File: config.mk
export PLATFORM = sky130hd
export DESIGN_NAME = spi_master_reader
export DESIGN_NICKNAME = d
export VERILOG_FILES = /design/src/rtl/spi_master_reader.sv
export SDC_FILE = /design/constraint.sdc
export NUM_CORES = 1
export LEC_CHECK = 0
export CAP_MARGIN = 20
export CORE_MARGIN = 2
export CORE_UTILIZATION = 40
export CTS_CLUSTER_DIAMETER = 60
export DETAILED_ROUTE_END_ITERATION = 8
export PLACE_DENSITY = 0.68
export SYNTH_ARGS = -nofsm -noshare
export SYNTH_HDL_FRONTEND = slang
export SYNTH_SLANG_ARGS = --single-unit
File: constraint.sdc
create_clock -name clk -period 3.7 [get_ports clk]
set_input_delay 0.555 -clock clk [delete_from_list [all_inputs] [get_ports clk]]
set_output_delay 0.555 -clock clk [all_outputs]
set_load 0.05 [all_outputs]
File: src/rtl/spi_master_reader.sv
// SPI mode-0 read master: sends one address byte, then clocks in N data bytes
// while shifting 0x00 out, strobing each received byte on rx_valid.
module spi_master_reader #(
  parameter int HALF_PERIOD = 8
) (
  input  logic        clk,
  input  logic        reset_n,
  input  logic        start,
  input  logic [7:0]  start_addr,
  input  logic [15:0] byte_count,
  output logic        busy,
  output logic        done,
  output logic [7:0]  rx_data,
  output logic        rx_valid,
  output logic        sclk,
  output logic        ssel,
  output logic        mosi,
  input  logic        miso
);

  typedef enum logic [2:0] {IDLE, SETUP, SHIFT, HOLD, GAP} state_t;

  localparam logic [8:0] HP_LAST  = 9'(HALF_PERIOD - 1);
  localparam logic [8:0] GAP_LAST = 9'(2 * HALF_PERIOD - 1);

  state_t      state;
  state_t      state_nx;
  logic [8:0]  tick;
  logic [2:0]  bit_cnt;
  logic [16:0] bytes_left;
  logic        addr_phase;
  logic [7:0]  tx_shift;
  logic [7:0]  rx_shift;
  logic        miso_p0;
  logic        miso_p1;
  logic        byte_end_p0;

  logic        accept;
  logic        tick_end;
  logic        rise;
  logic        fall;

  always_ff @(posedge clk or negedge reset_n) begin
    if (!reset_n) state <= IDLE;
    else          state <= state_nx;
  end

  always_comb begin
    state_nx = state;
    accept   = 1'b0;
    rise     = 1'b0;
    fall     = 1'b0;
    tick_end = (state == GAP) ? (tick == GAP_LAST) : (tick == HP_LAST);
    case (state)
      IDLE: begin
        if (start) begin
          accept   = 1'b1;
          state_nx = SETUP;
        end
      end
      SETUP: begin
        if (tick_end) state_nx = SHIFT;
      end
      SHIFT: begin
        if (tick_end) begin
          rise = !sclk;
          fall = sclk;
          if (sclk && (bit_cnt == 3'd0) && (bytes_left == 17'd1)) state_nx = HOLD;
        end
      end
      HOLD: begin
        if (tick_end) state_nx = GAP;
      end
      GAP: begin
        if (tick_end) state_nx = IDLE;
      end
      default: state_nx = IDLE;
    endcase
  end

  // Control and port registers; a reset drops the bus to idle at once.
  always_ff @(posedge clk or negedge reset_n) begin
    if (!reset_n) begin
      tick        <= '0;
      bit_cnt     <= '0;
      bytes_left  <= '0;
      addr_phase  <= 1'b0;
      busy        <= 1'b0;
      done        <= 1'b0;
      sclk        <= 1'b0;
      ssel        <= 1'b1;
      mosi        <= 1'b0;
      rx_valid    <= 1'b0;
      rx_data     <= 8'h00;
      byte_end_p0 <= 1'b0;
    end else begin
      done        <= 1'b0;
      byte_end_p0 <= 1'b0;
      rx_valid    <= byte_end_p0;
      if (byte_end_p0) rx_data <= rx_shift;

      if ((state == IDLE) || tick_end) tick <= '0;
      else                             tick <= tick + 9'd1;

      if (accept) begin
        busy       <= 1'b1;
        bytes_left <= {1'b0, byte_count} + 17'd1;
        bit_cnt    <= '0;
        addr_phase <= 1'b1;
        ssel       <= 1'b0;
        mosi       <= start_addr[7];
      end

      if (rise) begin
        sclk    <= 1'b1;
        bit_cnt <= bit_cnt + 3'd1;
        if ((bit_cnt == 3'd7) && !addr_phase) byte_end_p0 <= 1'b1;
      end

      // Falling edge: bit_cnt back at 0 means a whole byte has gone by.
      if (fall) begin
        sclk <= 1'b0;
        if (bit_cnt == 3'd0) begin
          bytes_left <= bytes_left - 17'd1;
          addr_phase <= 1'b0;
          mosi       <= 1'b0;
        end else begin
          mosi <= tx_shift[6];
        end
      end

      if ((state == HOLD) && tick_end) begin
        ssel <= 1'b1;
        mosi <= 1'b0;
      end

      if ((state == GAP) && tick_end) begin
        busy <= 1'b0;
        done <= 1'b1;
      end
    end
  end

  // Data path: miso synchroniser and shift registers, no reset needed.
  always_ff @(posedge clk) begin
    miso_p0 <= miso;
    miso_p1 <= miso_p0;
    if (accept)    tx_shift <= start_addr;
    else if (fall) tx_shift <= (bit_cnt == 3'd0) ? 8'h00 : {tx_shift[6:0], 1'b0};
    if (rise)      rx_shift <= {rx_shift[6:0], miso_p1};
  end

endmodule

==> flow_metrics.env <==
export IMPL_status="complete, no violations"
export IMPL_relSlewSlack_pct=62.8
export IMPL_io_buffers=41
export IMPL_use_met1_pct=22.0
export IMPL_synth_edf_count=15
export IMPL_gr_max_usage_layer="met2"
export IMPL_clkLatencyLatePin_ns=0.33
export IMPL_final_area_um2=3980
export IMPL_crit_type="flop to flop"
export IMPL_start_util_pct=41.9
export IMPL_power_frac_comb_pct=7.7
export IMPL_min_period_over_period_pct=66.2
export IMPL_syn2layout_area_growth_pct=21.8
export IMPL_power_switching_w=0.000352
export IMPL_syn_inst=322
export IMPL_dp_worst_setup_slack_ns=1.27
export IMPL_rsz0062_at_grt="false"
export IMPL_slew_viol_final=0
export IMPL_cts_made_buffers=9
export IMPL_grt_max_degree=49
export IMPL_cp_data_required_time_ns=3.91
export IMPL_cts_root_buf="clkbuf_8"
export IMPL_leakagePower_nw=1.58
export IMPL_worst_clock_skew_ns=0.00856
export IMPL_use_met3_pct=3.67
export IMPL_track_usage_pct=16.7
export IMPL_pwr_share_clk_pct=37.4
export IMPL_drt_total_wl_um=7050
export IMPL_dpl_cell_area_um2=3790
export IMPL_dieArea_um2=8920
export IMPL_antenna_found_initial=0
export IMPL_crit_arrival_ns=2.66
export IMPL_grt_pass1_wl_um=11600
export IMPL_ctsResizeCount=0
export IMPL_drive_gt1_share_pct=9.70
export IMPL_ant_nets=0
export IMPL_cts_tree="yes"
export IMPL_drtIter0Drc=106
export IMPL_grt_overflow=0
export IMPL_final_common_cell="dfrtp_1"
export IMPL_postCtsHoldBufs=0
export IMPL_vias=2567
export IMPL_wl_per_cell_um=14.9
export IMPL_cts_num_sinks=65
export IMPL_dp_hpwl_um=5020
export IMPL_yosysUniqueCellTypes=52
export IMPL_cp_start_kind="flop"
export IMPL_clock_fmax_mhz=408
export IMPL_finalHoldViolations=0
export IMPL_synth_seq_cells=65
export IMPL_hp_class="input pin to async pin"
export IMPL_synth_flop_cell="dfrtp_1"
export IMPL_avgViaCountPerCell=5.43
export IMPL_die_h_um=94.4
export IMPL_postSynthAreaPerCell_um2=10.2
export IMPL_io_pins=42
export IMPL_syn_nets=357
export IMPL_rows=32
export IMPL_drc=0
export IMPL_max_vdd_ir_drop_uv=193
export IMPL_gp_congestion=0.828
export IMPL_drv_cap=0
export IMPL_cts_setup_buffers=0
export IMPL_yosysSeqAreaShare_pct=51.8
export IMPL_clockBufferDepth=2
export IMPL_ys_warn_count=0
export IMPL_nFillCells=742
export IMPL_total_power_w=0.00140
export IMPL_cp_max_fo=5
export IMPL_first_pass_iters=4
export IMPL_seqPwrFrac_pct=54.9
export IMPL_clk_pin_slew_ns=0.08
export IMPL_die_x_um=94.4
export IMPL_antenna_cells=0
export IMPL_setup_slack_ns=1.25
export IMPL_grt_pass1_vias=2462
export IMPL_setup_viol=0
export IMPL_coreArea_um2=7810
export IMPL_power_density_nw_per_um2=350
export IMPL_setup_tns_ns=0
export IMPL_netlist_area_um2=3270
export IMPL_async_flop_share_pct=73.8
export IMPL_post_route_min_period_ns=2.45
export IMPL_sw_frac_of_total_pct=25.2
export IMPL_critPathCaptureType="flop"
export IMPL_layout_nets=401
export IMPL_internal_power_w=0.00104
export IMPL_worst_slew_pin_slew_ns=0.554
export IMPL_final_cell_mix="dfrtp_1 (47), clkdlybuf4s50_1 (40), nor2_1 (35)"
export IMPL_hold_ws_ns=0.0932
export IMPL_cts_max_level=3
export IMPL_met2_usage_pct=27.3
[critical path, cell delays in order (launching register included)]
cell     delay [ns]
dfrtp_1        0.43
or4_4          0.55
or3_4          0.36
or3_1          0.34
o311a_1        0.29
or3_1          0.37
[worst paths after layout]
path,start,to,slack [ns],depth (start not counted)
hold reg to reg,miso_p0$_DFF_P_,miso_p1$_DFF_P_,0.33,0
setup reg to reg,bytes_left[10]$_DFF_PN0_,bytes_left[16]$_DFF_PN0_,1.25,5
max in group asynchronous,reset_n,ssel$_DFFE_PN1P_,3.06,2
setup / recovery,bytes_left[10]$_DFF_PN0_,bytes_left[16]$_DFF_PN0_,1.25,5
min in group clk,miso_p0$_DFF_P_,miso_p1$_DFF_P_,0.33,0
hold / removal,reset_n,tick[1]$_DFF_PN0_,0.09,1
[power by group through the flow]
stage	clock [W]	combinational (W)	sequential, W
floorplan	0	0.0000393	0.000785
global placement	0	0.000105	0.000779
detailed placement	0	0.000107	0.000780
CTS	0.000530	0.000107	0.000766
global route	0.000554	0.000119	0.000769
finish	0.000522	0.000108	0.000766
[stage by stage]
stage                     utilization, %  std cells
after floorplan                        -        322
after global placement              48.6        456
after detailed placement            48.6        456
after CTS                           50.8        472
after global routing                51.0        473
final                               51.0        473
[kinds of logic after synthesis]
group | after synthesis | share of synthesized area (%)
multiplexers | 10 | 3.37
flip-flops | 65 | 51.8
AND/OR/NAND/NOR | 142 | 22.6
AO/OA/AOI/OAI | 56 | 11.4
buffers and inverters | 20 | 2.33
adder cells (fa/ha/maj) | 7 | 2.68
XOR/XNOR | 22 | 5.89
[routing by layer]
layer	share of wire, %	up-vias	wire [µm]
met3	4.2	7	295
met4	0.87	0	61
li1	-	1262	-
met2	48	65	3360
met1	47	1233	3330
met5	0	-	0
[flip-flops by register name, summed over array words and instances, names as in the netlist]
| name | flops |
|---|---|
| bytes_left | 17 |
| tick | 9 |
| rx_data | 8 |
| rx_shift | 8 |
| tx_shift | 7 |
| bit_cnt | 3 |
| state | 3 |
| addr_phase | 1 |
| busy | 1 |
| byte_end_p0 | 1 |
| done | 1 |
| miso_p0 | 1 |
| miso_p1 | 1 |
| mosi | 1 |
| rx_valid | 1 |
| sclk | 1 |
| ssel | 1 |
[area by class of cell]
type / count / area [µm²] / share of cell area, %
sequential: 65 / 1690 / 42.5
multi-input combinational: 237 / 1510 / 37.9
timing repair buffer: 46 / 455 / 11.4
tap: 102 / 128 / 3.20
clock buffer: 9 / 124 / 3.11
clock inverter: 7 / 46.3 / 1.16
inverter: 7 / 26.3 / 0.660
[Yosys cell counts (all sizes together) (3+ instances only)]
cell type / n / area share [%]
a211oi: 5 / 1.1
nand3: 14 / 2.1
xnor2: 14 / 3.7
o21ai: 13 / 2.0
and3: 5 / 0.96
a221oi: 3 / 0.80
nor4: 6 / 1.1
nor3: 14 / 2.1
o31ai: 4 / 0.92
nand4: 8 / 1.5
nor2: 35 / 4.0
ha: 7 / 2.7
xor2: 8 / 2.1
a311oi: 5 / 1.3
or3: 3 / 0.73
and2: 6 / 1.1
a21oi: 15 / 2.3
clkbuf: 13 / 1.5
and4: 3 / 0.80
nand2: 32 / 3.7
dfrtp: 47 / 36
inv: 7 / 0.80
edfxtp: 15 / 14
mux2: 8 / 2.8
Power figures use the tool's default switching activity.
